$ cat config.mk
export PLATFORM = sky130hd
export DESIGN_NAME = if_stage
export DESIGN_NICKNAME = d
export VERILOG_FILES = /design/src/rtl/if_pkg.sv /design/src/rtl/if_stage.sv
export SDC_FILE = /design/constraint.sdc
export NUM_CORES = 1
export LEC_CHECK = 0
export CORE_ASPECT_RATIO = 1.75
export CORE_MARGIN = 2
export CORE_UTILIZATION = 47
export CTS_BUF_LIST = sky130_fd_sc_hd__clkbuf_16
export DETAILED_ROUTE_END_ITERATION = 16
export PLACE_DENSITY = 0.73
export SYNTH_ARGS = -nofsm -noshare
export SYNTH_HDL_FRONTEND = slang
export SYNTH_SLANG_ARGS = --single-unit
$ cat constraint.sdc
create_clock -name clk -period 2.8 [get_ports clk]
set_clock_uncertainty 0.1 [all_clocks]
set_input_delay 0.84 -clock clk [delete_from_list [all_inputs] [get_ports clk]]
set_output_delay 0.84 -clock clk [all_outputs]
set_load 0.01 [all_outputs]
$ cat src/rtl/if_pkg.sv
// Shared types and constants for the instruction-fetch stage.
package if_pkg;

  typedef enum logic [1:0] {
    FETCH = 2'd0,
    HOLD  = 2'd1,
    DROP  = 2'd2
  } state_t;

  localparam logic [31:0] NOP_INSTR = 32'h0000_0013;
  localparam logic [31:0] PC_STEP   = 32'd4;

endpackage

$ cat src/rtl/if_stage.sv
// Instruction-fetch stage: PC ownership, single-outstanding imem handshake, IF/ID presentation.
// Optional performance counters are enabled with `define IF_STAGE_PERF_EN.
module if_stage
  import if_pkg::*;
#(
  parameter logic [31:0] RESET_PC = 32'h0000_0000
) (
  input  logic        clk,
  input  logic        rst,
  input  logic        stall,
  input  logic        redirect_valid,
  input  logic [31:0] redirect_pc,
  output logic        imem_req,
  output logic [31:0] imem_addr,
  input  logic        imem_ack,
  input  logic [31:0] imem_rdata,
  output logic        F_valid,
  output logic [31:0] F_PC,
  output logic [31:0] F_instruction
`ifdef IF_STAGE_PERF_EN
  ,
  output logic [31:0] perf_fetched,
  output logic [31:0] perf_wait
`endif
);

  state_t      state_q;
  logic        active_q;
  logic [31:0] pc_q;
  logic [31:0] buf_pc;
  logic [31:0] buf_instr;
  logic [31:0] pend_pc;
  logic [31:0] redir_addr;

  assign redir_addr = redirect_pc & ~32'h3;

  // active_q keeps imem_req low until the first edge after reset release
  always_comb begin
    imem_req  = active_q && (state_q != HOLD);
    imem_addr = pc_q;
    case (state_q)
      FETCH:   F_valid = active_q && imem_ack && !redirect_valid;
      HOLD:    F_valid = !redirect_valid;
      default: F_valid = 1'b0;
    endcase
    if (F_valid) begin
      F_PC          = (state_q == HOLD) ? buf_pc : pc_q;
      F_instruction = (state_q == HOLD) ? buf_instr : imem_rdata;
    end else begin
      F_PC          = 32'h0000_0000;
      F_instruction = NOP_INSTR;
    end
  end

  always_ff @(posedge clk or negedge rst) begin
    if (!rst) begin
      state_q   <= FETCH;
      active_q  <= 1'b0;
      pc_q      <= RESET_PC;
      buf_pc    <= 32'h0000_0000;
      buf_instr <= 32'h0000_0000;
      pend_pc   <= 32'h0000_0000;
    end else begin
      active_q <= 1'b1;
      case (state_q)
        FETCH: begin
          if (redirect_valid) begin
            // An unanswered request cannot be withdrawn, so its answer must be dropped
            if (imem_req && !imem_ack) begin
              pend_pc <= redir_addr;
              state_q <= DROP;
            end else begin
              pc_q <= redir_addr;
            end
          end else if (imem_req && imem_ack) begin
            if (stall) begin
              buf_pc    <= pc_q;
              buf_instr <= imem_rdata;
              state_q   <= HOLD;
            end else begin
              pc_q <= pc_q + PC_STEP;
            end
          end
        end
        HOLD: begin
          if (redirect_valid) begin
            pc_q    <= redir_addr;
            state_q <= FETCH;
          end else if (!stall) begin
            pc_q    <= buf_pc + PC_STEP;
            state_q <= FETCH;
          end
        end
        DROP: begin
          if (redirect_valid) begin
            pend_pc <= redir_addr;
          end
          if (imem_ack) begin
            pc_q    <= redirect_valid ? redir_addr : pend_pc;
            state_q <= FETCH;
          end
        end
        default: state_q <= FETCH;
      endcase
    end
  end

`ifdef IF_STAGE_PERF_EN
  // Both counters saturate rather than wrap
  always_ff @(posedge clk or negedge rst) begin
    if (!rst) begin
      perf_fetched <= 32'h0000_0000;
      perf_wait    <= 32'h0000_0000;
    end else begin
      if (F_valid && !stall && !redirect_valid && (perf_fetched != 32'hFFFF_FFFF)) begin
        perf_fetched <= perf_fetched + 32'd1;
      end
      if (imem_req && !imem_ack && (perf_wait != 32'hFFFF_FFFF)) begin
        perf_wait <= perf_wait + 32'd1;
      end
    end
  end
`endif

endmodule

==> impl_metrics.py <==
metrics = {
    "outcome": {
        "status": "finished with violations",
        "violations": "setup timing",
    },
    "clock_network": {
        "hold_buffers": 0,
        "cts.sinks": 131,
        "cts_buffers": 17,
        "htreeDepth": 4,
        "clkLatencyLatePin_ns": 0.42,
        "ctsRootBufferMaster": "clkbuf_16",
        "clockBufferDepth": 2,
        "clk_pin_slew_ns": 0.06,
        "cts_tree": "done",
    },
    "synthesis": {
        "synthesis.nets": 916,
        "synth_area_leaders": "dfrtp_1 (41%), mux2_2 (13%), mux2i_1 (8.3%), nor2_1 (4.4%), nand2_1 (4.0%)",
        "synth_warnings": 0,
        "synth_top_flop_cell": "dfrtp_1",
        "synthesis.area_um2": 8001,
        "ys_seq_area_share_pct": 40.97,
        "async_flop_share_pct": 100.0,
        "yosysMostFrequentCell": "dfrtp_1",
        "synth.distinct_cells": 58,
        "yosysTopAreaCellShare_pct": 40.97,
        "synth_edf_count": 0,
        "syn_inst": 842,
        "yosysTopAreaCell": "dfrtp_1",
        "synthTopCellsByCount": "dfrtp_1 (131), nor2_1 (93), mux2_2 (92), nand2_1 (86), mux2i_1 (66)",
        "ys_ff_latch": 131,
        "avgSynthCellArea_um2": 9.503,
    },
    "grt": {
        "grt_max_degree": 52,
        "grt_first_pass_wirelength_um": 40920,
        "first_global_vias": 7711,
        "grt_use_total_pct": 29.31,
        "grt_overflow": 0,
        "antenna_found_initial": 0,
    },
    "critical_path": {
        "path_buf_inv": 9,
        "crit_chain": "inv_2, ha_4, buf_6, buf_12, buf_12, buf_8, buf_12, buf_6, buf_6, mux2i_4, nor2_4, buf_6",
        "cp_common_cell": "buf_6",
        "worst_path_max_delay_cell": "dfrtp_1",
        "reg2reg_setup_slack_ns": 0.21,
        "r2r_cells": 11,
        "path_max_fanout": 4,
        "cp_top_family": "buffers and inverters",
        "cp-start-kind": "register",
        "rr_startpoint": "state_q[0]",
        "max_stage_delay_ns": 0.36,
        "path_class": "register to primary output",
        "end_kind": "primary output",
        "worstPathRequired_ns": 1.86,
        "timing.rr.end": "imem_addr[23]",
        "worstPathArrival_ns": 2.28,
    },
    "hold_path": {
        "min_path_type": "input port to asynchronous set/reset pin",
    },
    "power": {
        "cellPowerDensity_nw_per_um2": 994.7,
        "p_leak_nw": 5.016,
        "p_total_mw": 12.21,
        "vdd_drop_max_v": 0.0004970,
    },
    "cells_and_area": {
        "postLayoutCoreUtil_pct": 73.12,
        "final_nets": 1183,
        "stdcell_area_um2": 12280,
        "drive_gt1_share_pct": 39.25,
        "diodes": 0,
        "syn_to_final_growth_pct": 53.43,
    },
    "timing": {
        "rsz0062_at_grt": "true",
        "tightestPinTransition_ns": 0.6269,
        "relSlewSlack_pct": 58.21,
        "hold_viol_final": 0,
        "setup_violations": 65,
        "final.setup.tns_ns": -15.77,
        "fin_crit_sh_pct": 114.9,
        "fin_ws_ns": -0.4177,
        "period_needed_ns": 3.218,
        "fmax_mhz": 310.8,
        "slew_violations": 0,
    },
    "run": {
        "maxCapViolCount": 0,
    },
    "die": {
        "coreArea_um2": 16790,
        "die_h_um": 176.6,
        "start_util_pct": 47.66,
        "die_w_um": 102.6,
        "die-area_um2": 18130,
        "io-pin-count": 167,
        "row_count": 63,
    },
    "routing": {
        "drtPass1Iterations": 5,
        "totalWireLength_um": 27790,
        "num_vias": 8005,
        "detail_route.wl_per_cell_um": 20.62,
        "antenna_left": 0,
        "drc_errors": 0,
        "viasPerCell": 5.938,
        "drt-initial-drc-count": 614,
    },
    "place": {
        "gp_congestion": 0.9533,
        "hpwl_um": 17470,
        "portBuffers": 164,
        "placed_area_um2": 10610,
    },
}
-- cells in the final DEF (no fill, tap or decap), types with 7 or more instances in the layout --
cell and n:
nand3_1 26, nor2_1 33, mux2i_4 15, mux2i_1 38, a31oi_1 7, nor2_4 30
xnor2_1 29, nand2_1 86, buf_4 76, dfrtp_1 131, clkdlybuf4s50_1 95, o22ai_1 7
o21ai_0 38, buf_12 20, a221o_1 8, nor3_1 10, nor2_2 30, clkbuf_16 17
buf_2 35, buf_8 11, buf_6 69, a21oi_1 40, mux2_2 92, xor2_1 9
mux2i_2 13, nand4_1 27, a221oi_1 17, inv_1 10
-- sequential cells by signal, indices dropped and copies added (netlist names) --
| name | flops |
|---|---|
| active_q | 1 |
| buf_instr | 32 |
| buf_pc | 32 |
| imem_addr | 32 |
| pend_pc | 32 |
| state_q | 2 |
-- where the power goes --
group / internal, mW / switching (mW)
registers: 2.80 / 1.11
clock network: 1.28 / 0.843
logic: 3.29 / 2.89
total: 7.37 / 4.84
-- kinds of logic after synthesis --
group	share of synthesized area, %
AO/OA/AOI/OAI	12.23
XOR/XNOR	4.160
adder cells (fa/ha/maj)	0.7819
buffers and inverters	3.706
flip-flops	40.97
multiplexers	21.20
other	0.04687
AND/OR/NAND/NOR	16.90
-- layout make-up --
type | count | area (µm²)
inverters | 11 | 43.79
well taps | 227 | 284.0
clock inverters | 14 | 125.1
fillers | 1156 | 4513
multi-input cells | 638 | 5025
repair buffers | 310 | 3095
flip-flops and latches | 131 | 3278
clock buffers | 17 | 425.4
-- how the worst max path moves through the flow --
stage / cells after the start / startpoint / slack (ns) / endpoint
floorplan: 6 / redirect_valid / -0.04 / F_PC[0]
global placement: 6 / imem_ack / -0.71 / F_instruction[5]
detailed placement: 6 / imem_ack / -0.77 / F_PC[1]
CTS: 12 / state_q[1] / -0.43 / F_PC[13]
global route: 12 / state_q[1] / -0.47 / F_PC[13]
finish: 12 / state_q[1] / -0.42 / F_PC[13]
-- routing by layer --
metal / part of all wire (%) / track usage, %
met5: 0 / 0
met4: 3.7 / 10.50
met3: 5.8 / 4.394
met2: 54 / 53.49
met1: 36 / 33.91
-- stage by stage --
stage                     setup WS (ns)  instances  hold WS, ns
after CTS                       -0.4284       1333       0.2973
after detailed placement        -0.7745       1249       0.3741
after floorplan                -0.03954        842       0.3502
final                           -0.4177       1348       0.2947
after global placement          -0.7136       1249       0.3643
after global routing            -0.4716       1348       0.3267
-- timing repair --
action,4_1_cts,5_1_grt
resized for setup,346,113
cloned,4,0
endpoints found under the setup margin,67,67
setup buffers,50,27
pin swaps,24,36
No activity file was read; power rests on OpenSTA's default activity.
